<file path="config.mk">
export PLATFORM = sky130hd
export DESIGN_NAME = rx_packet_arbiter
export DESIGN_NICKNAME = d
export VERILOG_FILES = /design/src/rtl/rx_arb_pkg.sv /design/src/rtl/rr_priority_picker.sv /design/src/rtl/rx_packet_arbiter.sv
export SDC_FILE = /design/constraint.sdc
export NUM_CORES = 1
export LEC_CHECK = 0
export BUFFER_PORTS_ARGS = -buffer_cell sky130_fd_sc_hd__buf_2
export CORE_MARGIN = 2
export CORE_UTILIZATION = 33
export CTS_CLUSTER_SIZE = 8
export DETAILED_ROUTE_END_ITERATION = 7
export HOLD_SLACK_MARGIN = 0.15
export PLACE_DENSITY = 0.83
export SYNTH_ARGS = -nofsm -noshare
export SYNTH_HDL_FRONTEND = slang
export SYNTH_SLANG_ARGS = --single-unit
export TNS_END_PERCENT = 100
</file>
<file path="constraint.sdc">
create_clock -name AXIS_ACLK -period 4.4 [get_ports AXIS_ACLK]
set_clock_uncertainty 0.2 [all_clocks]
set_input_delay 0.22 -clock AXIS_ACLK [delete_from_list [all_inputs] [get_ports AXIS_ACLK]]
set_output_delay 0.22 -clock AXIS_ACLK [all_outputs]
set_load 0.05 [all_outputs]
</file>
<file path="src/rtl/rx_arb_pkg.sv">
// Shared types and helpers for the receive-side packet arbiter.
package rx_arb_pkg;

    typedef enum logic [2:0] {
        ST_IDLE   = 3'b001,
        ST_STREAM = 3'b010,
        ST_SETTLE = 3'b100
    } arb_state_t;

    function automatic int unsigned clog2(input int unsigned value);
        int unsigned result;
        int unsigned rem;
        result = 0;
        rem    = (value > 1) ? value - 1 : 0;
        while (rem != 0) begin
            rem = rem >> 1;
            result++;
        end
        return result;
    endfunction

    // LSB offset of channel ch in a flattened bus of width-bit fields, ch0 in the LSBs.
    function automatic int unsigned field_lo(input int unsigned ch, input int unsigned width);
        return ch * width;
    endfunction

endpackage

</file>
<file path="src/rtl/rr_priority_picker.sv">
// Combinational round-robin pick: first requester scanning upward from last+1, with wrap.
module rr_priority_picker #(
    parameter int unsigned C_NUM_CH   = 2,
    parameter int unsigned C_ID_WIDTH = 3
) (
    input  logic [C_NUM_CH-1:0]   req,
    input  logic [C_ID_WIDTH-1:0] last,
    output logic                  valid,
    output logic [C_ID_WIDTH-1:0] idx
);

    int unsigned cand;

    always_comb begin
        valid = 1'b0;
        idx   = '0;
        cand  = 0;
        // Offset C_NUM_CH lands back on last itself, so it is considered last of all.
        for (int unsigned k = 1; k <= C_NUM_CH; k++) begin
            cand = (32'(last) + k) % C_NUM_CH;
            for (int unsigned c = 0; c < C_NUM_CH; c++) begin
                if (!valid && c == cand && req[c]) begin
                    valid = 1'b1;
                    idx   = C_ID_WIDTH'(c);
                end
            end
        end
    end

endmodule

</file>
<file path="src/rtl/rx_packet_arbiter.sv">
// Packet-granular round-robin arbiter merging N receive channels onto one AXI-Stream sink.
module rx_packet_arbiter
    import rx_arb_pkg::*;
#(
    parameter int unsigned C_NUM_CH            = 2,
    parameter int unsigned C_TDATA_WIDTH       = 32,
    parameter int unsigned C_DATA_COUNT_WIDTH  = 11,
    parameter int unsigned C_TOTAL_COUNT_WIDTH = 16,
    parameter int unsigned C_ID_WIDTH          = 3
) (
    input  logic                                    AXIS_ACLK,
    input  logic                                    AXIS_ARESETN,
    input  logic [C_NUM_CH-1:0]                     CH_ENABLE,
    input  logic [C_NUM_CH*C_DATA_COUNT_WIDTH-1:0]  CH_PACKET_COUNT,
    input  logic [C_NUM_CH*C_TDATA_WIDTH-1:0]       S_AXIS_TDATA,
    input  logic [C_NUM_CH-1:0]                     S_AXIS_TVALID,
    input  logic [C_NUM_CH-1:0]                     S_AXIS_TLAST,
    output logic [C_NUM_CH-1:0]                     S_AXIS_TREADY,
    output logic [C_TDATA_WIDTH-1:0]                M_AXIS_TDATA,
    output logic                                    M_AXIS_TVALID,
    output logic                                    M_AXIS_TLAST,
    output logic [C_ID_WIDTH-1:0]                   M_AXIS_TDEST,
    input  logic                                    M_AXIS_TREADY,
    output logic                                    BUSY,
    output logic [C_TOTAL_COUNT_WIDTH-1:0]          TOTAL_GRANT_COUNT
);

    arb_state_t                     state_q, state_d;
    logic [C_ID_WIDTH-1:0]          grant_q, grant_d;
    logic [C_ID_WIDTH-1:0]          last_ch_q, last_ch_d;
    logic [C_TOTAL_COUNT_WIDTH-1:0] total_q, total_d;

    logic [C_NUM_CH-1:0]            eligible;
    logic                           pick_valid;
    logic [C_ID_WIDTH-1:0]          pick_idx;
    logic [C_TDATA_WIDTH-1:0]       sel_data;
    logic                           sel_valid;
    logic                           sel_last;

    always_comb begin
        eligible = '0;
        for (int unsigned i = 0; i < C_NUM_CH; i++) begin
            eligible[i] = CH_ENABLE[i] &&
                (CH_PACKET_COUNT[field_lo(i, C_DATA_COUNT_WIDTH) +: C_DATA_COUNT_WIDTH] != '0);
        end
    end

    rr_priority_picker #(
        .C_NUM_CH   (C_NUM_CH),
        .C_ID_WIDTH (C_ID_WIDTH)
    ) u_picker (
        .req   (eligible),
        .last  (last_ch_q),
        .valid (pick_valid),
        .idx   (pick_idx)
    );

    always_comb begin
        sel_data  = '0;
        sel_valid = 1'b0;
        sel_last  = 1'b0;
        for (int unsigned i = 0; i < C_NUM_CH; i++) begin
            if (grant_q == C_ID_WIDTH'(i)) begin
                sel_data  = S_AXIS_TDATA[field_lo(i, C_TDATA_WIDTH) +: C_TDATA_WIDTH];
                sel_valid = S_AXIS_TVALID[i];
                sel_last  = S_AXIS_TLAST[i];
            end
        end
    end

    always_ff @(posedge AXIS_ACLK or negedge AXIS_ARESETN) begin
        if (!AXIS_ARESETN) begin
            state_q   <= ST_IDLE;
            grant_q   <= '0;
            last_ch_q <= C_ID_WIDTH'(C_NUM_CH - 1);
            total_q   <= '0;
        end else begin
            state_q   <= state_d;
            grant_q   <= grant_d;
            last_ch_q <= last_ch_d;
            total_q   <= total_d;
        end
    end

    always_comb begin
        state_d       = state_q;
        grant_d       = grant_q;
        last_ch_d     = last_ch_q;
        total_d       = total_q;
        M_AXIS_TDATA  = '0;
        M_AXIS_TVALID = 1'b0;
        M_AXIS_TLAST  = 1'b0;
        M_AXIS_TDEST  = '0;
        BUSY          = 1'b0;
        S_AXIS_TREADY = '0;

        unique case (state_q)
            ST_IDLE: begin
                if (pick_valid) begin
                    grant_d = pick_idx;
                    state_d = ST_STREAM;
                end
            end
            ST_STREAM: begin
                M_AXIS_TDATA  = sel_data;
                M_AXIS_TVALID = sel_valid;
                M_AXIS_TLAST  = sel_last;
                M_AXIS_TDEST  = grant_q;
                BUSY          = 1'b1;
                for (int unsigned i = 0; i < C_NUM_CH; i++) begin
                    if (grant_q == C_ID_WIDTH'(i)) begin
                        S_AXIS_TREADY[i] = M_AXIS_TREADY;
                    end
                end
                if (sel_valid && M_AXIS_TREADY && sel_last) begin
                    last_ch_d = grant_q;
                    total_d   = total_q + C_TOTAL_COUNT_WIDTH'(1);
                    state_d   = ST_SETTLE;
                end
            end
            // Gives the upstream packet counter a cycle to reflect the drained packet.
            ST_SETTLE: state_d = ST_IDLE;
            default:   state_d = ST_IDLE;
        endcase
    end

    assign TOTAL_GRANT_COUNT = total_q;

endmodule

</file>
==> impl_metrics.json, run 1 <==
{
  "switching_share": 0.563,
  "drive_gt1_frac": 0.505,
  "via_per_inst": 4.78,
  "p_leak_nw": 1.41,
  "dr.pass1.iters": 4,
  "ys_ff_latch": 21,
  "synthDistinctLibCells": 33,
  "slew_headroom": 0.245,
  "post-route-period-util": 0.597,
  "vias": 1753,
  "min_path_type": "input pin to flop",
  "worstSetupStartpoint": "grant_q[0]",
  "cts_root_buffer": "clkbuf_8",
  "setup_tns_ns": 0,
  "fp.dieH_um": 71.8,
  "clockBufferDepth": 2,
  "synthCells": 169,
  "internal_power_mw": 0.553,
  "status": "completed",
  "layout_setup_ws_ns": 1.78,
  "layout_min_cycle_time_ns": 2.62,
  "powerDensity_nw_per_um2": 537,
  "htreeDepth": 1,
  "hpwl_um": 3930,
  "grt_pass1_vias": 1684,
  "clk_latency_ns": 0.25,
  "die_width_um": 71.8,
  "p_clk_frac": 0.097,
  "path_cells": "nand3_1 > a211oi_2 > nand4_1 > xnor2_1",
  "rsz0062_at_grt": "false",
  "power_frac_seq": 0.262,
  "start_util": 0.346,
  "place_congestion": 0.785,
  "routed_wl_um": 4860,
  "core_um2": 4380,
  "io_buffer_count": 148,
  "cpPeakStageDelay_ns": 1.05,
  "netlist_area_um2": 1520,
  "critPathCapture": "TOTAL_GRANT_COUNT[14]",
  "placementRows": 24,
  "worst_r2r_endpoint": "TOTAL_GRANT_COUNT[14]",
  "routedWlPerCell_um": 13.2,
  "cp.arrival_ns": 2.57,
  "pre_cts_slack_ns": 1.77,
  "gr-total-overflow": 0,
  "postCtsSetupBuffers": 0,
  "crit_required_ns": 4.35,
  "dieArea_um2": 5150,
  "p_switching_mw": 0.712,
  "peakVddDrop_v": 0.000234,
  "ys_seq_area_frac": 0.348,
  "fin_cells": 367,
  "critPathMaxFanout": 40,
  "n_antenna_cell": 0,
  "drtAntennaViolNets": 0,
  "grt_usage": 0.175,
  "grt_antenna_before_repair": 0,
  "worstRegToRegCells": 4,
  "io_pins": 151,
  "cts_tree": "built",
  "multiInputGateArea_um2": 931,
  "grt_max_degree": 41,
  "regToRegStartpoint": "grant_q[0]",
  "crit_path_end_kind": "flop",
  "drt_iter0_drc": 35,
  "post_cts_resized": 0,
  "cts_sinks": 21,
  "tightest_slew_ns": 1.13,
  "drv_slew": 0,
  "area_growth_pct": 55.2,
  "yosysWarnings": 0,
  "maxCapViolCount": 0,
  "r2r_setup_slack_ns": 1.78,
  "syn_area_per_cell_um2": 8.97,
  "fmax_mhz": 381,
  "cts_buffers": 3,
  "cp_slowest_cell": "dfrtp_2",
  "setup_viol": 0,
  "hold_violations": 0,
  "area.sequential_um2": 529,
  "start_kind": "flop",
  "drc_errors": 0,
  "grt_pass1_wl_um": 7510,
  "fin_nets": 412,
  "path_clk_slew_ns": 0.08,
  "dp.cells": 360,
  "yosys-top-cells-area": "dfrtp_1 31%, mux2i_1 22%, nor2_1 9.7%, xnor2_1 7.5%, dfstp_2 3.5%",
  "yosys.area.top_type_share": 0.314,
  "critPathKind": "flop to flop",
  "fillCellCount": 419,
  "combPwrFrac": 0.641,
  "synth_top_area_cell": "dfrtp_1"
}
-- routing by layer --
layer	vias up	track usage	part of all wire
met4	0	0.0189	0
met2	70	0.336	0.52
met5	-	0	0
met3	0	0.0253	0.076
li1	877	-	-
met1	806	0.212	0.40
-- critical path, delay by kind of cell, from the launching register on --
family	cells	cell delay (ns)
simple gates	2	0.56
xor+xnor	1	0.17
compound gates	1	0.55
flops	1	1.05
-- power by group through the flow --
stage               clock, mW  combinational (mW)  sequential (mW)
global placement            0               0.795            0.332
finish                  0.123               0.810            0.332
global route            0.132               0.860            0.341
detailed placement          0               0.804            0.335
floorplan                   0               0.660            0.292
CTS                     0.126               0.815            0.330
-- timing repair --
action                                 CTS  global route
hold buffers                             3             0
setup endpoints to repair                0             0
endpoints found under the hold margin   24             0
-- flip-flops by register name (all words and copies together), names as in the netlist --
register,count
state_q,3
TOTAL_GRANT_COUNT,16
grant_q,1
last_ch_q,1
-- cell usage after synthesis --
master     count
buf_4          2
a21boi_0       1
o21ai_0        1
inv_1          3
nor3_1         1
or4_1          2
xor2_1         2
nand2_1        6
nand4_1        5
nand4bb_1      1
a211oi_2       2
mux2_2         2
nand3_1        8
and3_1         3
or3_1          1
and4_1         1
ha_1           1
o311a_1        1
a31oi_1        2
nor4_1         2
buf_1          1
nand3b_1       2
clkbuf_1       3
a21oi_1        2
and2_1         1
xnor2_1       13
nor2_1        39
dfrtp_1       19
nor3b_1        1
mux2i_1       34
dfstp_2        2
buf_2          4
conb_1         1
-- logic make-up (layout without fill, tap and decap cells) --
group                    count (synthesis)  count (layout)  synth area share
buffers and inverters                   13             158            0.0404
adder cells (fa/ha/maj)                  1               1           0.00825
AO/OA/AOI/OAI                            9               9            0.0462
other                                    1               2           0.00247
AND/OR/NAND/NOR                         73              73             0.229
flip-flops                              21              21             0.348
multiplexers                            36              36             0.239
XOR/XNOR                                15              15            0.0866
-- final cells by class --
class / instances / area share
flip-flops and latches: 21 / 0.225
clock buffers: 3 / 0.0175
clock inverters: 1 / 0.00213
repair buffers: 151 / 0.327
inverters: 3 / 0.00478
multi-input cells: 136 / 0.396
well taps: 52 / 0.0276
-- placed cells by master, fill, tap and decap left out, drive strengths merged, types with 3 or more instances in the layout --
cell	instances
and3	3
buf	148
clkbuf	3
dfrtp	19
dlygate4sd3	3
inv	3
mux2i	34
nand2	6
nand3	8
nand4	5
nor2	39
xnor2	13
-- how the worst min path moves through the flow --
stage | cells past startpoint | start | slack, ns | endpoint
4_1_cts | 3 | M_AXIS_TREADY | 0.15 | state_q[1]
3_5_place_dp | 1 | AXIS_ARESETN | 0.001 | TOTAL_GRANT_COUNT[9]
5_1_grt | 3 | M_AXIS_TREADY | 0.19 | state_q[1]
2_1_floorplan | 0 | AXIS_ARESETN | -0.28 | TOTAL_GRANT_COUNT[0]
3_3_place_gp | 1 | AXIS_ARESETN | -0.01 | TOTAL_GRANT_COUNT[9]
6_report | 3 | M_AXIS_TREADY | 0.15 | state_q[1]
-- per-stage QoR --
step                utilization  hold WS, ns  area (um^2)  power [mW]
floorplan                     -       -0.276         1520       0.952
global placement          0.519      -0.0117         2280        1.13
detailed placement        0.519      0.00117         2280        1.14
CTS                       0.537        0.151         2350        1.27
global route              0.537        0.195         2350        1.33
finish                    0.537        0.147         2350        1.26
(Power assumes the default switching activity.)
==> inputs of run 2 (changes only) <==
PLACE_DENSITY = 0.86   (was 0.83)
clock period = 2.15 ns   (was 4.4 ns; I/O delays follow)
==> run 2 against run 1 <==
Against the previous run:
- die area is the same
- non-clock buffer count is 9 higher
- via count up 4.8%
- cell count increased by 2.5%
- combinational power up 130%
- power up 110%
- core utilization grew 2.1 points
==> impl_metrics.json, run 2 (synthesis results as in run 1) <==
{
  "cts_sinks": 21,
  "grt_max_degree": 22,
  "utilization": 0.558,
  "die_width_um": 71.8,
  "peakVddDrop_v": 0.000594,
  "min_path_type": "input pin to flop",
  "clk_latency_ns": 0.26,
  "p_leak_nw": 1.46,
  "cts_root_buffer": "clkbuf_8",
  "critPathMaxFanout": 7,
  "dieArea_um2": 5150,
  "crit_path_end_kind": "flop",
  "rsz0062_at_grt": "true",
  "cts_tree": "built",
  "area_growth_pct": 61.2,
  "drv_slew": 0,
  "drive_gt1_frac": 0.509,
  "layout_commonest_cell": "buf_2",
  "path_clk_slew_ns": 0.08,
  "io_buffer_count": 148,
  "layout_min_cycle_time_ns": 2.03,
  "post-route-period-util": 0.944,
  "postCtsSetupBuffers": 0,
  "cp_slowest_cell": "a211oi_2",
  "regToRegStartpoint": "state_q[2]",
  "worstRegToRegCells": 4,
  "cts_buffers": 3,
  "powerDensity_nw_per_um2": 1090,
  "fin_nets": 421,
  "hold_end": "state_q[1]",
  "routed_wl_um": 5260,
  "most-common-layout-cells": "148 x buf_2, 39 x nor2_1, 34 x mux2i_1",
  "setup_viol": 0,
  "status": "completed",
  "placementRows": 24,
  "place_congestion": 0.742,
  "r2r_setup_slack_ns": 0.12,
  "hold_depth": 5,
  "n_antenna_cell": 0,
  "worst_r2r_endpoint": "TOTAL_GRANT_COUNT[14]",
  "hold_violations": 0,
  "grt_usage": 0.191,
  "dr.pass1.iters": 4,
  "grt_pass1_vias": 1786,
  "maxCapViolCount": 0,
  "fmax_mhz": 493,
  "io_pins": 151,
  "gr-total-overflow": 0,
  "cp.arrival_ns": 1.96,
  "via_per_inst": 4.89,
  "crit_required_ns": 2.09,
  "hpwl_um": 4230,
  "htreeDepth": 1,
  "placed_area_um2": 2310,
  "tightest_slew_ns": 0.835,
  "core_um2": 4380,
  "fp.dieH_um": 71.8,
  "min_from": "CH_PACKET_COUNT[19]",
  "slew_headroom": 0.441,
  "vias": 1837,
  "routedWlPerCell_um": 14.0,
  "start_kind": "flop",
  "drt_iter0_drc": 53,
  "clockBufferDepth": 2,
  "grt_pass1_wl_um": 8010,
  "finalInstanceArea_um2": 2440,
  "grt_antenna_before_repair": 0,
  "largest_reg_flops": 16,
  "drc_errors": 0,
  "critPathKind": "flop to flop",
  "cpPeakStageDelay_ns": 0.55,
  "drtAntennaViolNets": 0,
  "path_cells": "nand4bb_1 > a211oi_2 > nand4_1 > xnor2_1",
  "start_util": 0.346
}
==> run 2: cell types whose count changed in the layout (fill, tap and decap cells not counted) <==
cell	delta
dlygate4sd3_1	+5
buf_4	+4
a31oi_1	-1
a31oi_2	+1
nor3b_1	-1
nor3b_2	+1
o21ai_0	-1
o21ai_1	+1
==> run 2: report_power, final <==
group	internal [mW]	leakage [nW]	switching, mW
sequential	0.471	0.278	0.0597
combinational	0.572	1.15	1.30
clock	0.129	0.0255	0.126
total	1.17	1.46	1.48
==> run 2: area by class of cell <==
type                            instances  area (um^2)
Clock inverter                          1         5.00
Fill cell                             399         1940
Tap cell                               52         65.1
Clock buffer                            3         41.3
Multi-Input combinational cell        136          942
Sequential cell                        21          529
Inverter                                3         11.3
Timing Repair Buffer                  160          851
==> run 2: worst max-delay path by stage <==
stage | start | to | slack (ns) | depth (start not counted)
finish | state_q[2] | TOTAL_GRANT_COUNT[14] | 0.12 | 4
global route | state_q[2] | TOTAL_GRANT_COUNT[9] | -0.006 | 4
CTS | state_q[0] | grant_q[0] | 0.02 | 4
detailed placement | state_q[2] | TOTAL_GRANT_COUNT[14] | 0.17 | 4
global placement | state_q[2] | TOTAL_GRANT_COUNT[7] | 0.27 | 4
floorplan | TOTAL_GRANT_COUNT[0] | TOTAL_GRANT_COUNT[14] | 0.21 | 5
==> run 2: critical path, delay by kind of cell, from the launching register on <==
kind	cells	cell delay [ns]
simple gates	2	0.57
compound gates	1	0.55
flops	1	0.40
xor+xnor	1	0.18
==> run 2: timing repair <==
action,in CTS,in global routing
endpoints found under the setup margin,0,4
resized for setup,0,3
endpoints found under the hold margin,24,0
hold buffers,9,0
==> run 2: metal layers <==
metal	vias to the layer above	wire length, um	part of all wire	track usage
li1	901	-	-	-
met1	859	2010	0.38	0.218
met2	73	2850	0.54	0.381
met3	4	378	0.072	0.0295
met4	0	24	0.0046	0.0189
met5	-	0	0	0
==> run 2: stage by stage <==
| step | TNS (ns) | setup WS [ns] | cells | power, mW | hold slack, ns |
|---|---|---|---|---|---|
| after floorplan | 0 | 0.210 | 170 | 1.95 | -0.388 |
| after global placement | 0 | 0.273 | 364 | 2.35 | -0.123 |
| after detailed placement | 0 | 0.173 | 364 | 2.38 | -0.116 |
| after CTS | 0 | 0.0161 | 377 | 2.66 | 0.155 |
| after global routing | -0.00562 | -0.00562 | 376 | 2.80 | 0.193 |
| final | 0 | 0.121 | 376 | 2.65 | 0.0983 |
